[src/rtl/mem_arb_pkg.sv]
`default_nettype none
// ============================================================================
// Module      : mem_arb_pkg
// Description : Shared types for the core/SBA memory-port arbiter: requester
//               identity, bus request/response bundles and a small helper.
// Revision    : 1.0 - initial release
// ============================================================================
package mem_arb_pkg;

    // Who currently drives the memory port.
    typedef enum logic [1:0] {
        OWN_NONE = 2'd0,
        OWN_CORE = 2'd1,
        OWN_SBA  = 2'd2
    } owner_t;

    localparam int c_BUS_ADDR_WIDTH = 32;
    localparam int c_BUS_DATA_WIDTH = 32;
    localparam int c_BUS_BE_WIDTH   = c_BUS_DATA_WIDTH / 8;

    // Request bundle as presented by a bus master (also used by the debug module).
    typedef struct packed {
        logic [c_BUS_ADDR_WIDTH-1:0] addr;
        logic [c_BUS_DATA_WIDTH-1:0] wdata;
        logic [c_BUS_BE_WIDTH-1:0]   be;
        logic                        read;
        logic                        write;
    } bus_req_t;

    // Response bundle returned to a bus master.
    typedef struct packed {
        logic [c_BUS_DATA_WIDTH-1:0] rdata;
        logic                        complete;
        logic                        error;
    } bus_rsp_t;

    // The requester that is not the given one; used to break ties.
    function automatic owner_t other_side(input owner_t who);
        return (who == OWN_CORE) ? OWN_SBA : OWN_CORE;
    endfunction

endpackage
`default_nettype wire

[src/rtl/mem_arb_watchdog.sv]
`default_nettype none
// ============================================================================
// Module      : mem_arb_watchdog
// Description : Counts consecutive waiting cycles of an active transaction and
//               raises fire on the TIMEOUT-th one. TIMEOUT=0 disables it.
// Revision    : 1.0 - initial release
// ============================================================================
module mem_arb_watchdog #(
    parameter int TIMEOUT = 255
) (
    input  logic clk,
    input  logic rst_n,
    input  logic active,
    input  logic done,
    output logic fire
);

    localparam int c_CW = (TIMEOUT > 0) ? $clog2(TIMEOUT + 1) : 1;
    localparam logic [c_CW-1:0] c_LAST = c_CW'((TIMEOUT > 0) ? TIMEOUT - 1 : 0);

    logic [c_CW-1:0] r_count;

    // Fire only while a transaction is actually waiting on memory.
    assign fire = (TIMEOUT != 0) && active && (r_count == c_LAST);

    // Age counter: restarts on completion, abort or idle; never passes c_LAST
    // because reaching it forces a completion.
    always_ff @(posedge clk) begin
        if (!rst_n || !active || done) begin
            r_count <= '0;
        end else begin
            r_count <= r_count + c_CW'(1);
        end
    end

endmodule
`default_nettype wire

[src/rtl/mem_arbiter.sv]
`default_nettype none
// ============================================================================
// Module      : mem_arbiter
// Description : Shares one memory port between the core sequencer and the
//               debug SBA engine. Zero-latency forwarding, grant locked for a
//               whole transaction, round-robin ties, watchdog error completion.
// Revision    : 1.0 - initial release
// ============================================================================
module mem_arbiter
    import mem_arb_pkg::*;
#(
    parameter int ADDR_WIDTH = 32,
    parameter int DATA_WIDTH = 32,
    parameter int TIMEOUT    = 255
) (
    input  logic                    clk,
    input  logic                    rst_n,
    input  logic [ADDR_WIDTH-1:0]   core_addr,
    input  logic [DATA_WIDTH-1:0]   core_wdata,
    input  logic [DATA_WIDTH/8-1:0] core_be,
    input  logic                    core_read,
    input  logic                    core_write,
    output logic [DATA_WIDTH-1:0]   core_rdata,
    output logic                    core_complete,
    output logic                    core_error,
    input  logic [ADDR_WIDTH-1:0]   sba_addr,
    input  logic [DATA_WIDTH-1:0]   sba_wdata,
    input  logic [DATA_WIDTH/8-1:0] sba_be,
    input  logic                    sba_read,
    input  logic                    sba_write,
    output logic [DATA_WIDTH-1:0]   sba_rdata,
    output logic                    sba_complete,
    output logic                    sba_error,
    output logic [ADDR_WIDTH-1:0]   mem_addr,
    output logic [DATA_WIDTH-1:0]   mem_wdata,
    output logic [DATA_WIDTH/8-1:0] mem_be,
    output logic                    mem_read,
    output logic                    mem_write,
    input  logic [DATA_WIDTH-1:0]   mem_rdata,
    input  logic                    mem_complete,
    input  logic                    mem_error
);

    owner_t r_owner;
    owner_t r_last;
    owner_t w_sel;
    logic   w_core_req;
    logic   w_sba_req;
    logic   w_sel_req;
    logic   w_sel_rd;
    logic   w_sel_wr;
    logic   w_fire;
    logic   w_done;
    logic   w_err;

    assign w_core_req = core_read | core_write;
    assign w_sba_req  = sba_read | sba_write;

    // Pick the requester for this cycle: the locked owner, else round-robin.
    always_comb begin
        w_sel = OWN_NONE;
        if (r_owner != OWN_NONE) begin
            w_sel = r_owner;
        end else if (w_core_req && w_sba_req) begin
            w_sel = other_side(r_last);
        end else if (w_core_req) begin
            w_sel = OWN_CORE;
        end else if (w_sba_req) begin
            w_sel = OWN_SBA;
        end
    end

    // Forward the selected request to memory; write beats read on a requester.
    always_comb begin
        mem_addr  = core_addr;
        mem_wdata = core_wdata;
        mem_be    = core_be;
        w_sel_req = 1'b0;
        w_sel_rd  = 1'b0;
        w_sel_wr  = 1'b0;
        if (w_sel == OWN_CORE) begin
            w_sel_req = w_core_req;
            w_sel_rd  = core_read & ~core_write;
            w_sel_wr  = core_write;
        end else if (w_sel == OWN_SBA) begin
            mem_addr  = sba_addr;
            mem_wdata = sba_wdata;
            mem_be    = sba_be;
            w_sel_req = w_sba_req;
            w_sel_rd  = sba_read & ~sba_write;
            w_sel_wr  = sba_write;
        end
    end

    // A watchdog-terminated access must not be left pending at memory.
    assign mem_read  = w_sel_rd & ~w_fire;
    assign mem_write = w_sel_wr & ~w_fire;

    // A real memory completion takes precedence over the watchdog.
    assign w_done = w_sel_req & (mem_complete | w_fire);
    assign w_err  = (mem_complete & mem_error) | (w_fire & ~mem_complete);

    assign core_complete = (w_sel == OWN_CORE) & w_done;
    assign core_error    = (w_sel == OWN_CORE) & w_done & w_err;
    assign sba_complete  = (w_sel == OWN_SBA) & w_done;
    assign sba_error     = (w_sel == OWN_SBA) & w_done & w_err;
    assign core_rdata    = mem_rdata;
    assign sba_rdata     = mem_rdata;

    // Hold the grant across wait states; release on completion or abort.
    always_ff @(posedge clk) begin
        if (!rst_n) begin
            r_owner <= OWN_NONE;
            r_last  <= OWN_SBA;
        end else begin
            r_owner <= (w_sel_req && !w_done) ? w_sel : OWN_NONE;
            if (w_done) begin
                r_last <= w_sel;
            end
        end
    end

    mem_arb_watchdog #(
        .TIMEOUT (TIMEOUT)
    ) u_watchdog (
        .clk    (clk),
        .rst_n  (rst_n),
        .active (w_sel_req),
        .done   (w_done),
        .fire   (w_fire)
    );

endmodule
`default_nettype wire

[config.mk]
export PLATFORM = sky130hd
export DESIGN_NAME = mem_arbiter
export DESIGN_NICKNAME = d
export VERILOG_FILES = /design/src/rtl/mem_arb_pkg.sv /design/src/rtl/mem_arb_watchdog.sv /design/src/rtl/mem_arbiter.sv
export SDC_FILE = /design/constraint.sdc
export NUM_CORES = 1
export LEC_CHECK = 0
export ABC_AREA = 1
export BUFFER_PORTS_ARGS = -buffer_cell sky130_fd_sc_hd__buf_2
export CORE_AREA = 5 5 117 119
export DETAILED_ROUTE_END_ITERATION = 7
export DIE_AREA = 0 0 122 124
export PLACE_DENSITY = 0.58
export SLEW_MARGIN = 20
export SYNTH_ARGS = -nofsm -noshare
export SYNTH_HDL_FRONTEND = slang
export SYNTH_SLANG_ARGS = --single-unit
[constraint.sdc]
create_clock -name clk -period 3.1 [get_ports clk]
set_clock_uncertainty 0.2 [all_clocks]
set_input_delay 0.93 -clock clk [delete_from_list [all_inputs] [get_ports clk]]
set_output_delay 0.93 -clock clk [all_outputs]
set_load 0.02 [all_outputs]
== Word level (Yosys, flattened, before mapping) ==
Index checks and enable logic that the tools add are counted.
Storage, ports and cells
  logic and storage cells: 54
  bits of input ports: 176
  bits in registers: 12
Operators by class
  bitwise gates (word level): 19
  add/subtract/negate cells: 1
  eq/ne operators: 4
  multiplexer cells: 17
  reduce and logical (&&, ||, !) cells: 10
Operators with widths (count)
  $mux W32: 4
  $and A1 B1 Y1: 11
  $mux W2: 5
  $add A8 B1 Y8 const B: 1
  $eq A8 B8 Y1 const B: 1
  $mux W4: 2
  $mux W1: 6
  $eq A2 B1 Y1 const B: 2
  $not A1 Y1: 4
  $or A1 B1 Y1: 4
  $logic_and A1 B1 Y1: 3
  $logic_not A1 Y1: 3
  $eq A2 B2 Y1 const B: 1
  $logic_or A1 B1 Y1: 2
  $reduce_and A2 Y1: 1
  $reduce_bool A2 Y1: 1

== Depth between registers and ports, before layout ==
  depth after elaboration: 14
  mapped depth: 12
  gate-level depth less buffers: 12

== Cells and area by module ==
From an unflattened synthesis, not the netlist that was laid out.
Unflattened totals
  cells, all modules: 387
  area total of the unflattened synthesis: 2015.7 sq um
By module, submodules not included
  mem_arbiter: cells each 339, times used 1, area an instance 1650.3 sq um, sequential area each 80.1 sq um
  mem_arb_watchdog: cells each 48, times used 1, area an instance 365.4 sq um, sequential area each 160.2 sq um

== Worst setup path after synthesis ==
OpenSTA, ideal clock, no wires.
  kind: input -> output
  from: input port core_write
  to: output port core_error
  data arrival time: 2.033 ns
  buffers on the path: 0
  setup slack: -0.063 ns
  cell stages on the path: 10
  data required time: 1.970 ns
  cell sequence: inv_2 nand2_2 nand2_1 nand2_1 nand2_4 inv_2 nand3_2 nand2_4 o21ai_4 nor3_1
Between the ends
  cells in the longest elaborated chain, start to end: 12
  elaborated cells on any way between the ends: 16
  classes of those cells: eq/ne (2); mux (5); bitwise (7); reduce/logical (2)
RTL lines
  from (decl): RTL line mem_arbiter.sv:22  | input logic core_write,
  $or A1 B1 Y1 *: RTL line mem_arbiter.sv:56  | assign w_core_req = core_read | core_write;
  $mux W2 or $logic_and A1 B1 Y1 (tied branches): RTL line mem_arbiter.sv:66, mem_arbiter.sv:64
  $mux W2: RTL line mem_arbiter.sv:64  | end else if (w_core_req && w_sba_req) begin
  $mux W2: RTL line mem_arbiter.sv:62  | if (r_owner != OWN_NONE) begin
  $eq A2 B2 Y1: RTL line mem_arbiter.sv:85  | end else if (w_sel == OWN_SBA) begin
  $mux W1: RTL line mem_arbiter.sv:85
  $mux W1: RTL line mem_arbiter.sv:81  | if (w_sel == OWN_CORE) begin
  $logic_and A1 B1 Y1: RTL line mem_arb_watchdog.sv:24  | assign fire = (TIMEOUT != 0) && active && (r_count == c_LAST);
  $or A1 B1 Y1: RTL line mem_arbiter.sv:100  | assign w_done = w_sel_req & (mem_complete | w_fire);
  $and A1 B1 Y1: RTL line mem_arbiter.sv:100
  $and A1 B1 Y1: RTL line mem_arbiter.sv:104  | assign core_error = (w_sel == OWN_CORE) & w_done & w_err;
  $and A1 B1 Y1 *: RTL line mem_arbiter.sv:104
  to (decl): RTL line mem_arbiter.sv:25  | output logic core_error,
Every way passes the cells marked *; elsewhere a longest branch is shown, timed or not.

== Worst setup path after layout ==
  from: input port sba_read
  to: output port mem_wdata[26]
Between the ends
  cells in the longest elaborated chain, start to end: 8
  elaborated cells on any way between the ends: 10
  classes of those cells: eq/ne (2); mux (6); bitwise (1); reduce/logical (1)
RTL lines
  from (decl): RTL line mem_arbiter.sv:29  | input logic sba_read,
  $or A1 B1 Y1 *: RTL line mem_arbiter.sv:57  | assign w_sba_req = sba_read | sba_write;
  $mux W2: RTL line mem_arbiter.sv:68  | end else if (w_sba_req) begin
  $mux W2: RTL line mem_arbiter.sv:66  | end else if (w_core_req) begin
  $mux W2 *: RTL line mem_arbiter.sv:64
  $mux W2 *: RTL line mem_arbiter.sv:62
  $eq A2 B2 Y1: RTL line mem_arbiter.sv:85
  $mux W32: RTL line mem_arbiter.sv:85
  $mux W32 *: RTL line mem_arbiter.sv:81
  to (decl): RTL line mem_arbiter.sv:35  | output logic [DATA_WIDTH-1:0] mem_wdata,
Marks and branches as above.

==> reports/qor.yml <==
dieArea_sq_mm: 0.0151
ant_nets: 0
max_freq_mhz: 312
final_util: 0.357
vias: 2918
cp.arrival_ns: 2.07
crit_chain: "buf_6 > o21ai_2 > nand2_1 > nand2_2 > inv_4 > nand2_8 > buf_12 > buf_12 > nand2_4 > nand2_4 > buf_6"
cts_tree: "built"
grt_usage: 0.127
core_sq_mm: 0.0125
ys_async_sr_fraction: 0
fin_hold_ws_ns: 0.265
initial_utilization: 0.164
synthTopCellsByArea: "nand2_1, buf_4, dfxtp_1"
maxCapViolCount: 0
crit_family: "buffers and inverters"
top_layer_used: "met4"
synth_commonest_cells: "nand2_1, buf_4, dfxtp_1, inv_1, nor2_2"
cellLeakagePower_uw: 0.00240
grt_pass1_vias: 2793
fin_ws_ns: -0.104
regArea_sq_um: 240
portBuffers: 217
wl_met3_microns: 1130
dp_hpwl_microns: 7640
detail_route.wl_per_cell_microns: 15.6
layout-drive-gt1-share: 0.710
synthMostInstantiatedCell: "nand2_1"
cts_buffers: 3
synth_edf_count: 0
hp-class: "reg2reg"
fillCellCount: 1326
drt-total-wl_microns: 11500
diodes: 0
gp_congestion: 0.754
hold_viol: 0
placementRows: 41
crit_buf_inv: 5
synth_nets: 551
fp.dieW_microns: 122
setup_viol: 73
yosys.area.top_type: "nand2_1"
rsz0062_at_grt: "true"
cts_num_sinks: 12
timing.final.crit_share: 1.03
clk_latency_ns: 0.24
syn_inst: 373
drc: 0
avgSynthCellArea_sq_um: 5.47
clkSlewWorstSetupHoldPaths_ns: 0.04
cts_max_level: 1
synthFlopType: "dfxtp_1"
slowest_stage: "buf_12"
syn_area_sq_mm: 0.00204
yosysUniqueCellTypes: 24
worst_pin_slew_ns: 0.316
design_area_sq_mm: 0.00445
violations: "setup timing"
vias_per_cell: 3.97
placed_cell_area_sq_mm: 0.00299
cts_buffer_depth: 2
power_uw: 1220
ios: 314
grt_max_degree: 28
ys_ff_latch: 12
path_max_fanout: 7
outcome: "finished, violations left"
dr.pass1.iters: 4
period_needed_ns: 3.20
grt_first_pass_wirelength_microns: 15000
area_growth_pct: 118
yosys.area.top_type_share: 0.397
multi_input_area_sq_mm: 0.00163
drt-met1-wl_microns: 4250
max-slew-margin-rel: 0.788
path_class: "in2out"
ys_warn_count: 0
root_buffer: "clkbuf_16"
nets: 743
critPathMaxStageDelay_ns: 0.16
powerDensity_mw_per_mm2: 273
peakVddDrop_mv: 0.234
grt-ovfl-total: 0
cts_hold_buf: 0
cp-start-kind: "input port"
synth-seq-area-share: 0.118
drt_iter0_markers: 110
final_max_slew_viol_count: 0
end_kind: "output port"
die_height_microns: 124
wl_met2_microns: 5890
critPathRequiredTime_ns: 1.97
antenna_found_initial: 0
[layer usage]
layer / up-vias / track usage
met4: 0 / 0.0266
met3: 31 / 0.0436
li1: 1440 / -
met2: 154 / 0.237
met5: - / 0
met1: 1293 / 0.140
[path summary, 6_finish.rpt]
check                                        endpoint  cells after the start  slack, ns             startpoint
worst max-delay path                    mem_wdata[26]                     11      -0.10               sba_read
worst min-delay path            u_watchdog.r_count[0]                      1       0.26  u_watchdog.r_count[0]
worst max register to register              r_last[0]                     18       0.52              r_last[0]
worst min register to register  u_watchdog.r_count[0]                      1       0.26  u_watchdog.r_count[0]
[stage by stage]
stage	instances	setup TNS, ns	setup WS (ns)
floorplan	373	0	0.0360
global placement	705	-9.87	-0.212
detailed placement	705	-11.44	-0.228
CTS	731	-2.89	-0.0945
global route	735	-10.19	-0.200
finish	735	-4.10	-0.104
[registers in the layout, summed over array words and instances (netlist names)]
register and count:
u_watchdog.r_count 8, r_owner 2, r_last 2
[worst register-to-register path, stage by stage (launching register included)]
cell,delay [ns]
dfxtp_1,0.32
inv_1,0.06
nor2_1,0.15
nand3_2,0.11
nand2_4,0.13
buf_6,0.11
nand3_4,0.06
nand2_4,0.09
o211ai_1,0.15
buf_4,0.17
buf_4,0.12
buf_4,0.12
buf_4,0.12
buf_4,0.12
buf_4,0.12
buf_4,0.12
buf_4,0.13
nand2_2,0.05
nor2_1,0.04
[final cells by class]
| type | instances | share of cell area |
|---|---|---|
| multi-input combinational | 266 | 0.366 |
| clock buffer | 3 | 0.0169 |
| sequential | 12 | 0.0539 |
| tap | 172 | 0.0483 |
| inverter | 17 | 0.0208 |
| timing repair buffer | 265 | 0.494 |
[where the power goes]
part	switching, uW	internal, uW
Clock	68.9	168
Combinational	407	404
Sequential	4.82	162
[timing repair]
action	4_1_cts	5_1_grt
gates cloned	5	3
hold endpoints to repair	0	0
gates resized for setup	242	80
buffers inserted	20	4
pin swaps	30	23
setup endpoints to repair	74	76
[placed cells by master (no fill, tap or decap), types with 3 or more instances in the layout]
| cell type | synthesis | final |
|---|---|---|
| buf_12 | 0 | 6 |
| inv_1 | 12 | 9 |
| nor2_1 | 6 | 6 |
| clkbuf_16 | 0 | 5 |
| buf_2 | 9 | 139 |
| buf_8 | 0 | 4 |
| buf_4 | 64 | 28 |
| buf_16 | 0 | 6 |
| buf_6 | 3 | 80 |
| nand2_1 | 216 | 119 |
| xor2_1 | 3 | 3 |
| nor2_2 | 10 | 10 |
| inv_4 | 0 | 5 |
| nand2_4 | 2 | 33 |
| xnor2_1 | 3 | 3 |
| nand2_2 | 4 | 69 |
| nand3_1 | 5 | 5 |
| dfxtp_1 | 12 | 12 |
| nand3_4 | 1 | 3 |
[kinds of logic (layout without fill, tap and decap cells)]
logic type / Yosys count / in the layout / share of synthesized area
compound gates: 5 / 5 / 0.0196
xor+xnor: 6 / 6 / 0.0257
fa+ha+maj: 2 / 2 / 0.0123
buf+inv: 95 / 285 / 0.309
flops: 12 / 12 / 0.118
simple gates: 253 / 253 / 0.516
Note: power is estimated with default switching activity, not from simulation.
